## src/rtl/diff_ser_pkg.sv

```systemverilog
// Shared types and width helpers for the diff_ser serializer.
// DIFF_SER_PARITY_EN appends an odd-parity bit after the LSB of every word.
package diff_ser_pkg;

  typedef enum logic [1:0] {
    IDLE,
    SHIFT,
    GAP
  } state_t;

`ifdef DIFF_SER_PARITY_EN
  localparam int PARITY_BITS = 1;
`else
  localparam int PARITY_BITS = 0;
`endif

  // Counter width that never collapses to zero bits for tiny parameters.
  function automatic int cnt_w(input int n);
    return (n <= 1) ? 1 : $clog2(n);
  endfunction

  function automatic int nbits(input int data_width);
    return data_width + PARITY_BITS;
  endfunction

endpackage

```

## src/rtl/diff_ser_clk_div.sv

```systemverilog
// Serial clock generator: CLK_DIV aclk cycles per ser_clk phase, always
// starting with a low phase when run rises.
module diff_ser_clk_div
  import diff_ser_pkg::*;
#(
  parameter int CLK_DIV = 4
) (
  input  logic aclk,
  input  logic aresetn,
  input  logic run,
  output logic tick,
  output logic ser_clk
);

  localparam int CW = cnt_w(CLK_DIV);
  localparam logic [CW-1:0] LAST = CW'(CLK_DIV - 1);

  logic [CW-1:0] cnt;

  // tick marks the last aclk cycle of the current phase
  assign tick = run && (cnt == LAST);

  always_ff @(posedge aclk or negedge aresetn) begin
    if (!aresetn) begin
      cnt     <= '0;
      ser_clk <= 1'b0;
    end else if (!run) begin
      cnt     <= '0;
      ser_clk <= 1'b0;
    end else if (tick) begin
      cnt     <= '0;
      ser_clk <= ~ser_clk;
    end else begin
      cnt     <= cnt + 1'b1;
    end
  end

endmodule

```

## src/rtl/diff_ser_tx.sv

```systemverilog
// AXI-Stream to source-synchronous serial (clk/data/frame) transmitter, MSB first.
// Define DIFF_SER_PARITY_EN to append an odd-parity bit after each word.
module diff_ser_tx
  import diff_ser_pkg::*;
#(
  parameter int DATA_WIDTH = 32,
  parameter int CLK_DIV    = 4,
  parameter int GAP_CYCLES = 2
) (
  input  logic                  aclk,
  input  logic                  aresetn,
  input  logic [DATA_WIDTH-1:0] s_axis_tdata,
  input  logic                  s_axis_tvalid,
  output logic                  s_axis_tready,
  output logic                  ser_clk,
  output logic                  ser_data,
  output logic                  ser_frame,
  output logic                  busy
);

  localparam int NBITS = nbits(DATA_WIDTH);
  localparam int BCW   = cnt_w(DATA_WIDTH + 1);
  localparam int GCW   = cnt_w(GAP_CYCLES);
  localparam logic [BCW-1:0] LAST_BIT = BCW'(NBITS - 1);
  localparam logic [GCW-1:0] LAST_GAP = GCW'(GAP_CYCLES - 1);

  state_t           state;
  logic [NBITS-1:0] shreg;
  logic [NBITS-1:0] load_word;
  logic [BCW-1:0]   bit_cnt;
  logic [GCW-1:0]   gap_cnt;
  logic             tick;
  logic             run;

`ifdef DIFF_SER_PARITY_EN
  assign load_word = {s_axis_tdata, ~^s_axis_tdata};
`else
  assign load_word = s_axis_tdata;
`endif

  // The shift register MSB is the pin driver; it is cleared outside SHIFT.
  assign ser_data = shreg[NBITS-1];
  assign run      = (state == SHIFT);

  diff_ser_clk_div #(
    .CLK_DIV(CLK_DIV)
  ) u_clk_div (
    .aclk   (aclk),
    .aresetn(aresetn),
    .run    (run),
    .tick   (tick),
    .ser_clk(ser_clk)
  );

  always_ff @(posedge aclk or negedge aresetn) begin
    if (!aresetn) begin
      state         <= IDLE;
      shreg         <= '0;
      bit_cnt       <= '0;
      gap_cnt       <= '0;
      s_axis_tready <= 1'b0;
      ser_frame     <= 1'b0;
      busy          <= 1'b0;
    end else begin
      case (state)
        IDLE: begin
          s_axis_tready <= 1'b1;
          if (s_axis_tvalid && s_axis_tready) begin
            state         <= SHIFT;
            shreg         <= load_word;
            bit_cnt       <= '0;
            s_axis_tready <= 1'b0;
            ser_frame     <= 1'b1;
            busy          <= 1'b1;
          end
        end
        SHIFT: begin
          // A bit ends with the last cycle of its high phase
          if (tick && ser_clk) begin
            if (bit_cnt == LAST_BIT) begin
              state     <= GAP;
              shreg     <= '0;
              gap_cnt   <= '0;
              ser_frame <= 1'b0;
            end else begin
              shreg   <= shreg << 1;
              bit_cnt <= bit_cnt + 1'b1;
            end
          end
        end
        GAP: begin
          if (gap_cnt == LAST_GAP) begin
            state         <= IDLE;
            s_axis_tready <= 1'b1;
            busy          <= 1'b0;
          end else begin
            gap_cnt <= gap_cnt + 1'b1;
          end
        end
        default: begin
          state <= IDLE;
        end
      endcase
    end
  end

endmodule
```

## config.mk

```make
export PLATFORM = sky130hd
export DESIGN_NAME = diff_ser_tx
export DESIGN_NICKNAME = d
export VERILOG_FILES = /design/src/rtl/diff_ser_pkg.sv /design/src/rtl/diff_ser_clk_div.sv /design/src/rtl/diff_ser_tx.sv
export SDC_FILE = /design/constraint.sdc
export NUM_CORES = 1
export LEC_CHECK = 0
export BUFFER_PORTS_ARGS = -buffer_cell sky130_fd_sc_hd__buf_2
export CAP_MARGIN = 0
export CORE_ASPECT_RATIO = 1.2
export CORE_MARGIN = 2
export CORE_UTILIZATION = 59
export DETAILED_ROUTE_END_ITERATION = 8
export HOLD_SLACK_MARGIN = 0.15
export PLACE_DENSITY_LB_ADDON = 0.3
export SETUP_SLACK_MARGIN = 0.2
export SLEW_MARGIN = 10
export SYNTH_ARGS = -nofsm -noshare
export SYNTH_HDL_FRONTEND = slang
export SYNTH_SLANG_ARGS = --single-unit
```

## constraint.sdc

```tcl
create_clock -name aclk -period 2.2 [get_ports aclk]
set_input_delay 0.11 -clock aclk [delete_from_list [all_inputs] [get_ports aclk]]
set_output_delay 0.11 -clock aclk [all_outputs]
set_load 0.005 [all_outputs]
```

* Word-level counts from Yosys, hierarchy flattened *
Cells that the tools add are included.

storage, ports and cells
  output and inout bits = 5
  register bits = 47
  input bits = 35

cells by class
  mux-type cells = 28
  reduce and logical (&&, ||, !) cells = 14
  bitwise operators = 1
  equal/unequal tests = 10
  add/subtract/negate cells = 3

operators with widths
  operator             number
  $mux 32              3
  $pmux 32 s2          1
  $mux 6               3
  $mux 2               6
  $ne 2x2->1 const B   6
  $pmux 6 s2           1
  $reduce_and 4->1     3
  $mux 1               9
  $reduce_and 3->1     3
  $pmux 1 s2           4
  $add 6x1->6 const B  1
  $eq 6x5->1 const B   1
  $pmux 2 s3           1
  $reduce_bool 2->1    3
  $eq 2x2->1 const B   2
  $logic_and 1x1->1    3
  $add 2x1->2 const B  1
  $eq 2x1->1 const B   1
  $logic_not 2->1      1
  $reduce_and 2->1     1
  $add 1x1->1 const B  1
  $not 1->1            1

* Logic depth before layout (Yosys ltp) *
  depth after elaboration = 5
  depth in mapped cells = 7
  gate-level depth less buffers = 5

* Cells and area by module *
From an unflattened synthesis, not the netlist that was laid out.

second synthesis, totals
  cells, all modules = 254
  area total of the unflattened synthesis = 2,248.4 sq um

by module, submodules not included
  module            instances  cells an instance  area an instance (sq um)
  diff_ser_tx       1          245                2,120.8
  diff_ser_clk_div  1          9                  127.6

* Worst setup path before layout *
OpenSTA, ideal clock, no wires.

  kind = register to register
  start = reg u_clk_div.cnt[0]
  end = reg bit_cnt[0]
  required time = 2.075 ns
  arrival = 1.341 ns
  buffers on the path = 1
  setup time = 0.125 ns
  period minus slack after synthesis = 1.466 ns
  cell stages (with the launch flop) = 7
  slack = 0.734 ns
  path through = dfrtp_1 -> ha_1 -> nand3_1 -> a21oi_2 -> buf_6 -> o21ai_2 -> mux2_2

on the way
  word-level cells in the longest chain between the ends = 5

RTL lines
  what                        line                    text
  start, declared             diff_ser_clk_div.sv:18  logic [CW-1:0] cnt;
  start signal, assigned      diff_ser_clk_div.sv:34  cnt <= cnt + 1'b1;
  $eq 2x2->1                  diff_ser_clk_div.sv:21  assign tick = run && (cnt == LAST);
  $logic_and 1x1->1           diff_ser_clk_div.sv:21
  $logic_and 1x1->1           diff_ser_tx.sv:79       if (tick && ser_clk) begin
  $ne 2x2->1 (no line)        --
  $reduce_and 4->1 (no line)  --
  end signal, assigned        diff_ser_tx.sv:87       bit_cnt <= bit_cnt + 1'b1;
  end, declared               diff_ser_tx.sv:30       logic [BCW-1:0] bit_cnt;

Every way passes these cells.
A chain may end at the register's enable or synchronous reset.

* Final worst setup path *
  start = reg bit_cnt[0]
  end = reg bit_cnt[0]

on the way
  word-level cells in the longest chain between the ends = 4
  elaborated cells between the ends (all ways) = 7

RTL lines
  what         line               text
  $add 6x1->6  diff_ser_tx.sv:87
  $mux 6       diff_ser_tx.sv:80  if (bit_cnt == LAST_BIT) begin
  $mux 6       diff_ser_tx.sv:79
  $pmux 6 s2   diff_ser_tx.sv:65  case (state)

Parallel ways exist; a longest one is shown, timed or not. The select of a mux whose other input is x is not followed.

==> out/qor.txt <==
CP max stage delay: 0.40 ns
DR pass1 iterations: 4
Clk_skew: 0.0187 ns
RSZ-0062 raised after global routing: false
Antenna Nets Post-Route: 0
Via Count: 2,136
1st-iter DRT viols: 207
WL final: 5360 um
Share of cells above drive strength 1: 0.184
Inserted Diodes: 0
Register-to-register path setup slack: 0.39 ns
FP Rows: 24
Post-Synth Simple-Gate Area: 0.237
Clock-pin slew on the worst setup and hold paths: 0.09 ns
CP Cell Sequence: ha_1 -> nand3_1 -> nand3b_1 -> and3_1 -> mux2_2
Vias in the first global route: 2,052
TritonCTS clock tree: built
Avg Inst Size Synth: 8.98 um2
Adder-Cell Fraction of Synth Area: 0.0111
CP Buf/Inv Count: 0
Critical Path RT: 2.38 ns
Slew @ Worst Pin: 0.413 ns
Antenna violations before repair: 0
Dominant cell type by area after synthesis: dfrtp_1
Crit path max fanout: 10
P per Cell Area: 576 nW/um2
VDD IR-drop max: 477 uV
Area growth syn-to-layout: 30.7%
Core area: 3660 um2
I/O pins: 40
Status: complete, no violations
Top cell type's share of synthesized area: 0.520
Mapped cell area: 2260 um2
Final hold slack: 0.304 ns
First-pass GRT wire length: 8750 um
Vias/cell: 5.73
Post-synthesis sequential area ratio: 0.520
Post-Syn Nets: 289
Delay-heaviest family, CP: simple AND/OR/NAND/NOR gates
Final slew viol count: 0
CTS buffer count: 5
Yosys warning total: 0
Net count reported at finish: 357
R2R depth: 5
Largest net degree at the start of global routing: 48
Critical path depth: 5
Yosys reg bits: 47
Most numerous cell in the Yosys netlist: dfrtp_1
Arr. time, crit path: 1.99 ns
Finished Layout Cells: 373
Die Span Y: 71.9 um
Placement Cell Area: 2490 um2
Setup crit end kind: flop
Post-synth top cells: 47 x dfrtp_1, 39 x nand2_1, 35 x nand3_1
# setup viols final: 0
Root Driver: clkbuf_8
Initial Utilization: 0.618
CTS Hold Bufs: 34
Launch point of the worst reg-to-reg path: bit_cnt[0]
Mux contribution to synthesized area: 0.00498
Startpoint type of the worst setup path: flop
Final hold vios: 0
Port bufs: 39
Ys async rst share: 1.00
Syn Inst Count: 252
CP Capture Point: bit_cnt[0]
Slowest cell on the critical path: dfrtp_1
F_max: 553 MHz
Total grt overflow: 0
Post-synth EDFFs: 0
# DRC: 0
Num Clock Sinks: 47
R2r endpoint: bit_cnt[0]
Hold Crit Class: in -> async
Slew HR: 0.724
Complex-gate fraction of the synthesized area: 0.163
Post-synthesis xor/xnor area fraction: 0.00387
Setup TNS Final: 0 ns
Setup bufs post-CTS: 0
# H-tree levels: 2
GRT Util Overall: 0.268
Pleak: 1.31 nW
Placed cells: 331
HPWL after detailed placement: 3000 um
Die area: 4350 um2
Die Width: 60.5 um
Wire per inst: 14.4 um
Top_reg_cell synth: dfrtp_1
CP Class: reg -> reg
Worst Setup SP: bit_cnt[0]
Resize count post-CTS: 0
Distinct cell type count of the synthesized netlist: 35
Clk_lat worst skew: 0.31 ns
Global placer's final weighted congestion: 0.845
Fin crit period: 1.81 ns
Max cap viols: 0
Final period util: 0.822
Top post-synthesis cells by area: dfrtp_1 52%, a31oi_1 8.8%, nand3_1 7.7%, nand2_1 6.5%, nor2_1 5.6%
Largest family of logic cells by synthesized area: simple AND/OR/NAND/NOR gates
Fin area: 2960 um2
Deepest clock path buffer count: 2
## cells by family after synthesis
kind of cell / count (synthesis)
AO/OA/AOI/OAI: 56
XOR/XNOR: 1
adder cells (fa/ha/maj): 2
buffers and inverters: 24
flip-flops: 47
multiplexers: 1
AND/OR/NAND/NOR: 121
## area by class of cell
class / instances / area, um2
well taps: 52 / 65.1
flip-flops and latches: 47 / 1180
clock inverters: 2 / 60.1
fillers: 237 / 704
clock buffers: 6 / 72.6
multi-input cells: 181 / 958
repair buffers: 82 / 616
inverters: 3 / 11.3
## tightest hold or removal path, stage by stage
cell and delay, ns:
dlygate4sd3_1 0.52, buf_2 0.12, buf_12 0.23
## placed cells by master (no fill, tap or decap)
master,netlist,layout
a211o_1,2,2
a21o_1,1,1
a21oi_1,4,4
a21oi_4,0,1
a22o_1,1,1
a22oi_1,1,1
a2bb2oi_1,1,1
a31oi_1,32,32
a41oi_1,1,1
and2_1,1,1
and3_1,1,1
buf_12,0,1
buf_2,15,39
buf_4,4,8
bufinv_16,0,2
clkbuf_1,0,1
clkbuf_8,0,5
dfrtp_1,47,47
dlygate4sd3_1,0,34
ha_1,2,2
inv_1,3,3
mux2_2,1,1
nand2_1,39,39
nand2b_1,1,1
nand3_1,35,35
nand3b_1,2,2
nand4_1,2,2
nand4b_1,1,1
nor2_1,34,34
nor2b_1,2,1
nor2b_2,0,1
nor3_1,2,2
nor4b_1,1,1
o211ai_1,1,1
o21ai_0,6,6
o21ai_2,1,1
o31ai_1,2,2
o32a_1,1,1
o32ai_1,1,1
xnor2_1,1,1
## power by group
part           internal (mW)  switching, mW  leakage (nW)
logic                 0.0646         0.0350         0.755
clock network          0.454          0.288        0.0654
registers              0.863              0         0.491
total                   1.38          0.323          1.31
## metrics by stage
stage,total power [mW],utilization,setup WS [ns]
2_1_floorplan,0.881,-,0.734
6_report,1.70,0.808,0.391
4_1_cts,1.70,0.808,0.410
3_5_place_dp,0.932,0.679,0.429
5_1_grt,1.75,0.808,0.256
3_3_place_gp,0.931,0.679,0.480
## how the worst min path moves through the flow
| stage | from | slack (ns) | end |
|---|---|---|---|
| 2_1_floorplan | aresetn | -0.19 | bit_cnt[0] |
| 3_3_place_gp | aresetn | 0.11 | shreg[9] |
| 3_5_place_dp | aresetn | 0.11 | shreg[10] |
| 4_1_cts | aresetn | 0.33 | shreg[16] |
| 5_1_grt | aresetn | 0.33 | shreg[9] |
| 6_report | aresetn | 0.30 | shreg[9] |
## metal layers
| metal | track usage | share of wire |
|---|---|---|
| met1 | 0.344 | 0.44 |
| met2 | 0.438 | 0.50 |
| met3 | 0.0578 | 0.043 |
| met4 | 0.109 | 0.018 |
| met5 | 0 | 0 |
## state kept, by name, summed over array words and instances (netlist names)
name               cells
u_clk_div.cnt          2
busy                   1
shreg                 32
bit_cnt                6
gap_cnt                1
state                  2
u_clk_div.ser_clk      1
ser_frame              1
s_axis_tready          1
Note: power is estimated with default switching activity, not from simulation.
